**src/rtl/ascon_round_seq.sv**
```systemverilog
// ascon_round_seq -- sequencer around an external, combinational Ascon round.
//
// The block holds the 320-bit Ascon state as five 64-bit lanes and the round
// index. On each RUN cycle it loads the one-round result that the downstream
// datapath returns. It performs no arithmetic on the state itself.
//
// Ports
//   clk_i, rst_n_i        clock; synchronous active-low reset
//   start_i, rounds_i     permutation request (6, 8 or 12 rounds; any other
//                         value means 12), accepted when start_i && ready_o
//   x0_i..x4_i            input state, sampled when the request is accepted
//   ready_o, busy_o       high in IDLE / high in RUN
//   round_cnt_o           round index (0..11) for the round datapath
//   px0_o..px4_o          current state, fed to the round datapath
//   px0_i..px4_i          one-round result returned by the round datapath
//   valid_o, x0_o..x4_o   result and its valid flag, held in DONE
//   out_ready_i           consumer acknowledge; DONE -> IDLE
//
// Optional feature, enabled by the macro ASCON_ROUND_SEQ_ABORT_EN:
//   abort_i               in RUN or DONE, clears the state and counter and
//                         returns to IDLE without a valid pulse

// One 64-bit state lane. Clear has priority over load, and load has
// priority over the round update.
module ascon_round_seq_lane #(
  parameter int VEC_W = 64
) (
  input  logic             clk_i,
  input  logic             rst_n_i,
  input  logic             clr_i,
  input  logic             ld_i,
  input  logic             upd_i,
  input  logic [VEC_W-1:0] ld_val_i,
  input  logic [VEC_W-1:0] upd_val_i,
  output logic [VEC_W-1:0] q_o
);
  logic [VEC_W-1:0] q_q, q_d;

  always_comb begin
    q_d = q_q;
    if (clr_i)      q_d = '0;
    else if (ld_i)  q_d = ld_val_i;
    else if (upd_i) q_d = upd_val_i;
  end

  always_ff @(posedge clk_i) begin
    if (!rst_n_i) q_q <= '0;
    else          q_q <= q_d;
  end

  assign q_o = q_q;
endmodule

module ascon_round_seq (
  input  logic        clk_i,
  input  logic        rst_n_i,
`ifdef ASCON_ROUND_SEQ_ABORT_EN
  input  logic        abort_i,
`endif
  input  logic        start_i,
  input  logic [3:0]  rounds_i,
  input  logic [63:0] x0_i,
  input  logic [63:0] x1_i,
  input  logic [63:0] x2_i,
  input  logic [63:0] x3_i,
  input  logic [63:0] x4_i,
  output logic        ready_o,
  output logic        busy_o,
  output logic [3:0]  round_cnt_o,
  output logic [63:0] px0_o,
  output logic [63:0] px1_o,
  output logic [63:0] px2_o,
  output logic [63:0] px3_o,
  output logic [63:0] px4_o,
  input  logic [63:0] px0_i,
  input  logic [63:0] px1_i,
  input  logic [63:0] px2_i,
  input  logic [63:0] px3_i,
  input  logic [63:0] px4_i,
  output logic        valid_o,
  output logic [63:0] x0_o,
  output logic [63:0] x1_o,
  output logic [63:0] x2_o,
  output logic [63:0] x3_o,
  output logic [63:0] x4_o,
  input  logic        out_ready_i
);
  localparam int NUM_LANES = 5;
  localparam int VEC_W     = 64;

  typedef enum logic [1:0] {S_IDLE, S_RUN, S_DONE} state_e;

  state_e     state_q;
  logic [3:0] cnt_q;
  logic       ready_q, busy_q, valid_q;

  logic [NUM_LANES-1:0][VEC_W-1:0] xin, pin, st;
  logic accept, abort_w;

  assign xin = {x4_i, x3_i, x2_i, x1_i, x0_i};
  assign pin = {px4_i, px3_i, px2_i, px1_i, px0_i};

  assign accept = (state_q == S_IDLE) && start_i;

`ifdef ASCON_ROUND_SEQ_ABORT_EN
  // Abort only matters once a request has been taken; in IDLE it is a no-op
  // so a simultaneous start still goes through.
  assign abort_w = abort_i && (state_q != S_IDLE);
`else
  assign abort_w = 1'b0;
`endif

  for (genvar l = 0; l < NUM_LANES; l++) begin : g_lane
    ascon_round_seq_lane #(.VEC_W(VEC_W)) u_lane (
      .clk_i     (clk_i),
      .rst_n_i   (rst_n_i),
      .clr_i     (abort_w),
      .ld_i      (accept),
      .upd_i     (state_q == S_RUN),
      .ld_val_i  (xin[l]),
      .upd_val_i (pin[l]),
      .q_o       (st[l])
    );
  end

  always_ff @(posedge clk_i) begin
    if (!rst_n_i || abort_w) begin
      state_q <= S_IDLE;
      cnt_q   <= 4'd0;
      ready_q <= 1'b1;
      busy_q  <= 1'b0;
      valid_q <= 1'b0;
    end else begin
      unique case (state_q)
        S_IDLE: if (start_i) begin
          // Start index is 12 - R so the last round is always index 11.
          unique case (rounds_i)
            4'd6:    cnt_q <= 4'd6;
            4'd8:    cnt_q <= 4'd4;
            default: cnt_q <= 4'd0;
          endcase
          state_q <= S_RUN;
          ready_q <= 1'b0;
          busy_q  <= 1'b1;
        end
        S_RUN: begin
          if (cnt_q == 4'd11) begin
            state_q <= S_DONE;
            busy_q  <= 1'b0;
            valid_q <= 1'b1;
          end else begin
            cnt_q <= cnt_q + 4'd1;
          end
        end
        S_DONE: if (out_ready_i) begin
          // Go to IDLE only; a start in this cycle is deliberately not seen.
          state_q <= S_IDLE;
          valid_q <= 1'b0;
          ready_q <= 1'b1;
        end
        default: begin
          state_q <= S_IDLE;
          ready_q <= 1'b1;
          busy_q  <= 1'b0;
          valid_q <= 1'b0;
        end
      endcase
    end
  end

  assign ready_o     = ready_q;
  assign busy_o      = busy_q;
  assign valid_o     = valid_q;
  assign round_cnt_o = cnt_q;

  assign px0_o = st[0];
  assign px1_o = st[1];
  assign px2_o = st[2];
  assign px3_o = st[3];
  assign px4_o = st[4];
  assign x0_o  = st[0];
  assign x1_o  = st[1];
  assign x2_o  = st[2];
  assign x3_o  = st[3];
  assign x4_o  = st[4];
endmodule

```
**config.mk**
```make
export PLATFORM = sky130hd
export DESIGN_NAME = ascon_round_seq
export DESIGN_NICKNAME = d
export VERILOG_FILES = /design/src/rtl/ascon_round_seq.sv
export SDC_FILE = /design/constraint.sdc
export NUM_CORES = 1
export LEC_CHECK = 0
export CORE_AREA = 8 8 500 502
export CTS_CLUSTER_SIZE = 20
export DETAILED_ROUTE_END_ITERATION = 12
export DIE_AREA = 0 0 508 510
export PLACE_DENSITY = 0.3
export SLEW_MARGIN = 10
export SYNTH_ARGS = -nofsm -noshare
export SYNTH_HDL_FRONTEND = slang
export SYNTH_SLANG_ARGS = --single-unit
```
**constraint.sdc**
```tcl
create_clock -name clk_i -period 2.05 [get_ports clk_i]
set_input_delay 0.205 -clock clk_i [delete_from_list [all_inputs] [get_ports clk_i]]
set_output_delay 0.205 -clock clk_i [all_outputs]
set_load 0.05 [all_outputs]
```
==> impl_results.rst <==
.. list-table::
   :header-rows: 1

   * - Metric
     - Value
   * - Design Area, Final
     - 0.0310 mm^2
   * - Die span in x
     - 508 um
   * - Initial Utilization
     - 0.0626
   * - Synth Instances
     - 1,795
   * - DIE HEIGHT
     - 510 um
   * - Total leakage power
     - 12.2 nW
   * - Skew-Pair Late Insertion Delay
     - 0.70 ns
   * - Number of detailed-route iterations in the first pass
     - 5
   * - Share of cells above drive strength 1
     - 0.191
   * - Register area share after synthesis
     - 0.435
   * - Total power
     - 25.8 mW
   * - Reg-to-reg critical path endpoint
     - g_lane[1].u_lane.q_o[7]
   * - Via count of the first global-routing pass
     - 18,700
   * - Most used flip-flop cell after synthesis
     - dfxtp_1
   * - Largest stage delay, worst path
     - 0.62 ns
   * - Starting DRT DRC Count
     - 1,399
   * - Flop and latch count out of synthesis
     - 329
   * - Crit-path leading delay family
     - buffers and inverters
   * - Max-slew violation total from the final report
     - 0
   * - Maximum number of pins on one net before global-route repair
     - 58
   * - DRC violation count after routing
     - 0
   * - Aggregate routed wire length
     - 202,000 um
   * - Final clock period utilization by the worst path
     - 0.967
   * - Clock Tree Root
     - clkbuf_16
   * - R2R setup slack
     - 0.20 ns
   * - Post-synthesis area per instance
     - 8.43 um^2
   * - Quantity of I/O buffers inserted on ports
     - 1,294
   * - Worst-Margin Slew
     - 0.774 ns
   * - Data required time at the worst endpoint
     - 1.85 ns
   * - Layout Area Growth over Synthesis
     - 105%
   * - VDD IR max
     - 565 uV
   * - Relative slew slack
     - 0.484
   * - Core Region
     - 0.242 mm^2
   * - Post-synth ARST share
     - 0
   * - Leading area contributor after synthesis
     - dfxtp_1
   * - Max stage delay cell, worst path
     - dlygate4sd2_1
   * - Total of max-cap violations
     - 0
   * - Row Count
     - 181
   * - Post-detailed-route wirelength per cell
     - 33.4 um
   * - Setup repair after global routing missed its margin
     - false
   * - Via count
     - 18,800
   * - Minimum clock period after layout
     - 1.98 ns
   * - Clk buf depth
     - 3
   * - Count of distinct cell types in the synthesized netlist
     - 33
   * - # H-tree levels
     - 2
   * - Hold Vio Cnt, Final
     - 0
   * - Main area contributors after synthesis
     - dfxtp_1 (44%), buf_4 (16%), a22oi_1 (16%)
   * - Number of enable flip-flop cells after synthesis
     - 0
   * - # setup viols final
     - 0
   * - Setup Skew
     - 0.0260 ns
   * - Peak fanout along the critical path
     - 3
   * - Result of the run
     - completed
   * - Total track usage
     - 0.147
   * - Wire length of the first global-routing pass
     - 243,000 um
   * - Number of nets in the layout
     - 3,444
   * - Source of the worst register-to-register timing path
     - state_q[0]
   * - Overflow left after global routing
     - 0
   * - Antenna Violating Nets Remaining
     - 0
   * - Termination of the worst setup path
     - px4_o[41]
   * - Post-Syn Nets
     - 2,444
   * - Class of the tightest hold or removal check
     - input pin to flop
   * - Final estimated routing congestion in global placement
     - 0.831
   * - Endpoint kind of the worst setup timing path
     - output pin
   * - Final HPWL DP
     - 180,000 um
   * - Floorplan die area
     - 0.259 mm^2
   * - Crit path buf inv count
     - 1
   * - Clk slew on worst S/H paths
     - 0.06 ns
   * - Number of buffers created by CTS
     - 51
   * - TritonCTS Sinks
     - 329
   * - Critical path, cell by cell
     - dlygate4sd2_1
   * - Kind of launch point of the worst setup path
     - flop
   * - Synthesis warning total
     - 0
   * - DP Area
     - 0.0296 mm^2
   * - Total number of cells along the worst setup path
     - 1
   * - TritonCTS clock tree
     - yes
   * - Arrival time of the worst setup path
     - 1.78 ns
   * - Critical path origin
     - g_lane[4].u_lane.q_o[41]
   * - Count of hold buffers inserted by post-cts repair
     - 0
   * - Pwr dens
     - 832 mW/mm^2
   * - Via density per instance
     - 3.11
   * - I/O pin count
     - 1,295
   * - Accumulated negative setup slack
     - 0 ns
   * - Highest attainable clock frequency
     - 505 MHz
   * - Antenna violations before repair
     - 192
   * - WS Path Type
     - flop to output pin
   * - Hold Crit Start
     - x4_i[28]
   * - Cell Area, Synth
     - 0.0151 mm^2
   * - Worst reg-to-reg path cell count
     - 6
   * - Top-area cell type share of the netlist area
     - 0.435
-- state kept, by name, summed over array words and instances (netlist names) --
register / cells
busy_o: 1
valid_o: 1
ready_o: 1
g_lane.u_lane.q_o: 320
state_q: 2
round_cnt_o: 4
-- power breakdown --
| part | switching (mW) | internal, mW |
|---|---|---|
| combinational | 6.01 | 2.83 |
| clock | 3.83 | 5.65 |
| sequential | 0.579 | 6.88 |
-- metal layers --
layer  share of wire  global-route usage  vias to the layer above
li1                -                   -                     8074
met2            0.41               0.220                     1264
met5          0.0059                   0                        -
met3            0.19               0.130                      346
met1            0.37               0.160                     8967
met4           0.017              0.0202                      178
-- Yosys cell counts, types with 2 or more instances --
| master | n |
|---|---|
| dfxtp_1 | 329 |
| nand2_1 | 326 |
| o21ai_0 | 2 |
| buf_2 | 85 |
| a311oi_1 | 2 |
| buf_1 | 2 |
| a22oi_1 | 320 |
| or3b_2 | 2 |
| nand2b_1 | 2 |
| clkbuf_1 | 55 |
| buf_4 | 321 |
| o21a_1 | 2 |
| a21oi_1 | 325 |
| or3_1 | 3 |
-- worst min path at each step --
stage                                     to  slack (ns)  depth (start not counted)
floorplan                            ready_o        0.27                          1
global placement    g_lane[0].u_lane.q_o[38]        0.46                          2
detailed placement                    busy_o        0.46                          2
CTS                 g_lane[3].u_lane.q_o[16]        0.09                          3
global route        g_lane[4].u_lane.q_o[46]        0.13                          3
finish              g_lane[4].u_lane.q_o[28]        0.17                          3
-- cells by family (layout without fill, tap and decap cells) --
kind of cell,Yosys count,in the layout,synth area share
adders and majority gates,1,1,0.000826
and+or+nand+nor,342,342,0.0888
AOI/OAI and AO/OA,656,656,0.272
xor gates and xnor gates,1,1,0.000579
buffers and inverters,465,1499,0.202
DFF,329,329,0.435
muxes,1,1,0.000661
other,0,25,0
-- placed cells by master (no fill, tap or decap), types with 2 or more instances in the layout --
cell	Yosys	routed
or3_1	3	3
nand2b_1	2	2
clkinv_2	0	4
clkbuf_1	55	11
dfxtp_1	329	329
buf_12	0	39
dlygate4sd2_1	0	303
a311oi_1	2	2
clkbuf_16	0	52
clkdlybuf4s15_1	0	3
buf_4	321	418
a22oi_1	320	320
or3b_2	2	2
bufinv_16	0	6
inv_6	0	2
nand2_1	326	326
diode_2	0	25
clkinvlp_4	0	2
clkdlybuf4s50_1	0	647
clkbuf_8	0	8
o21a_1	2	2
a21oi_1	325	325
o21ai_0	2	2
-- what timing repair did --
action / in CTS / in global routing
endpoints found under the setup margin: 307 / 0
gates resized for setup: 312 / 0
buffers inserted: 0 / 0
-- final cells by class --
cell class,count,area [um^2]
flip-flops and latches,329,6590
multi-input cells,1001,5510
clock buffers,71,1450
fillers,27900,211000
clock inverters,16,258
diodes,25,62.6
well taps,3202,4010
repair buffers,1411,13100
inverters,1,11.3
-- tightest hold or removal path: stages --
cell and delay [ns]:
clkdlybuf4s50_1 0.45, a22oi_1 0.06, a21oi_1 0.11
-- per-stage QoR --
| step | hold WS, ns | cells | setup slack [ns] | utilization |
|---|---|---|---|---|
| final | 0.174 | 6056 | 0.0680 | 0.128 |
| after CTS | 0.0942 | 6031 | 0.00714 | 0.128 |
| after global routing | 0.134 | 6032 | 0.00630 | 0.128 |
| after floorplan | 0.267 | 1795 | 0.470 | - |
| after detailed placement | 0.457 | 5944 | 0.0249 | 0.122 |
| after global placement | 0.461 | 5944 | 0.0199 | 0.122 |
No activity file was read; power rests on OpenSTA's default activity.
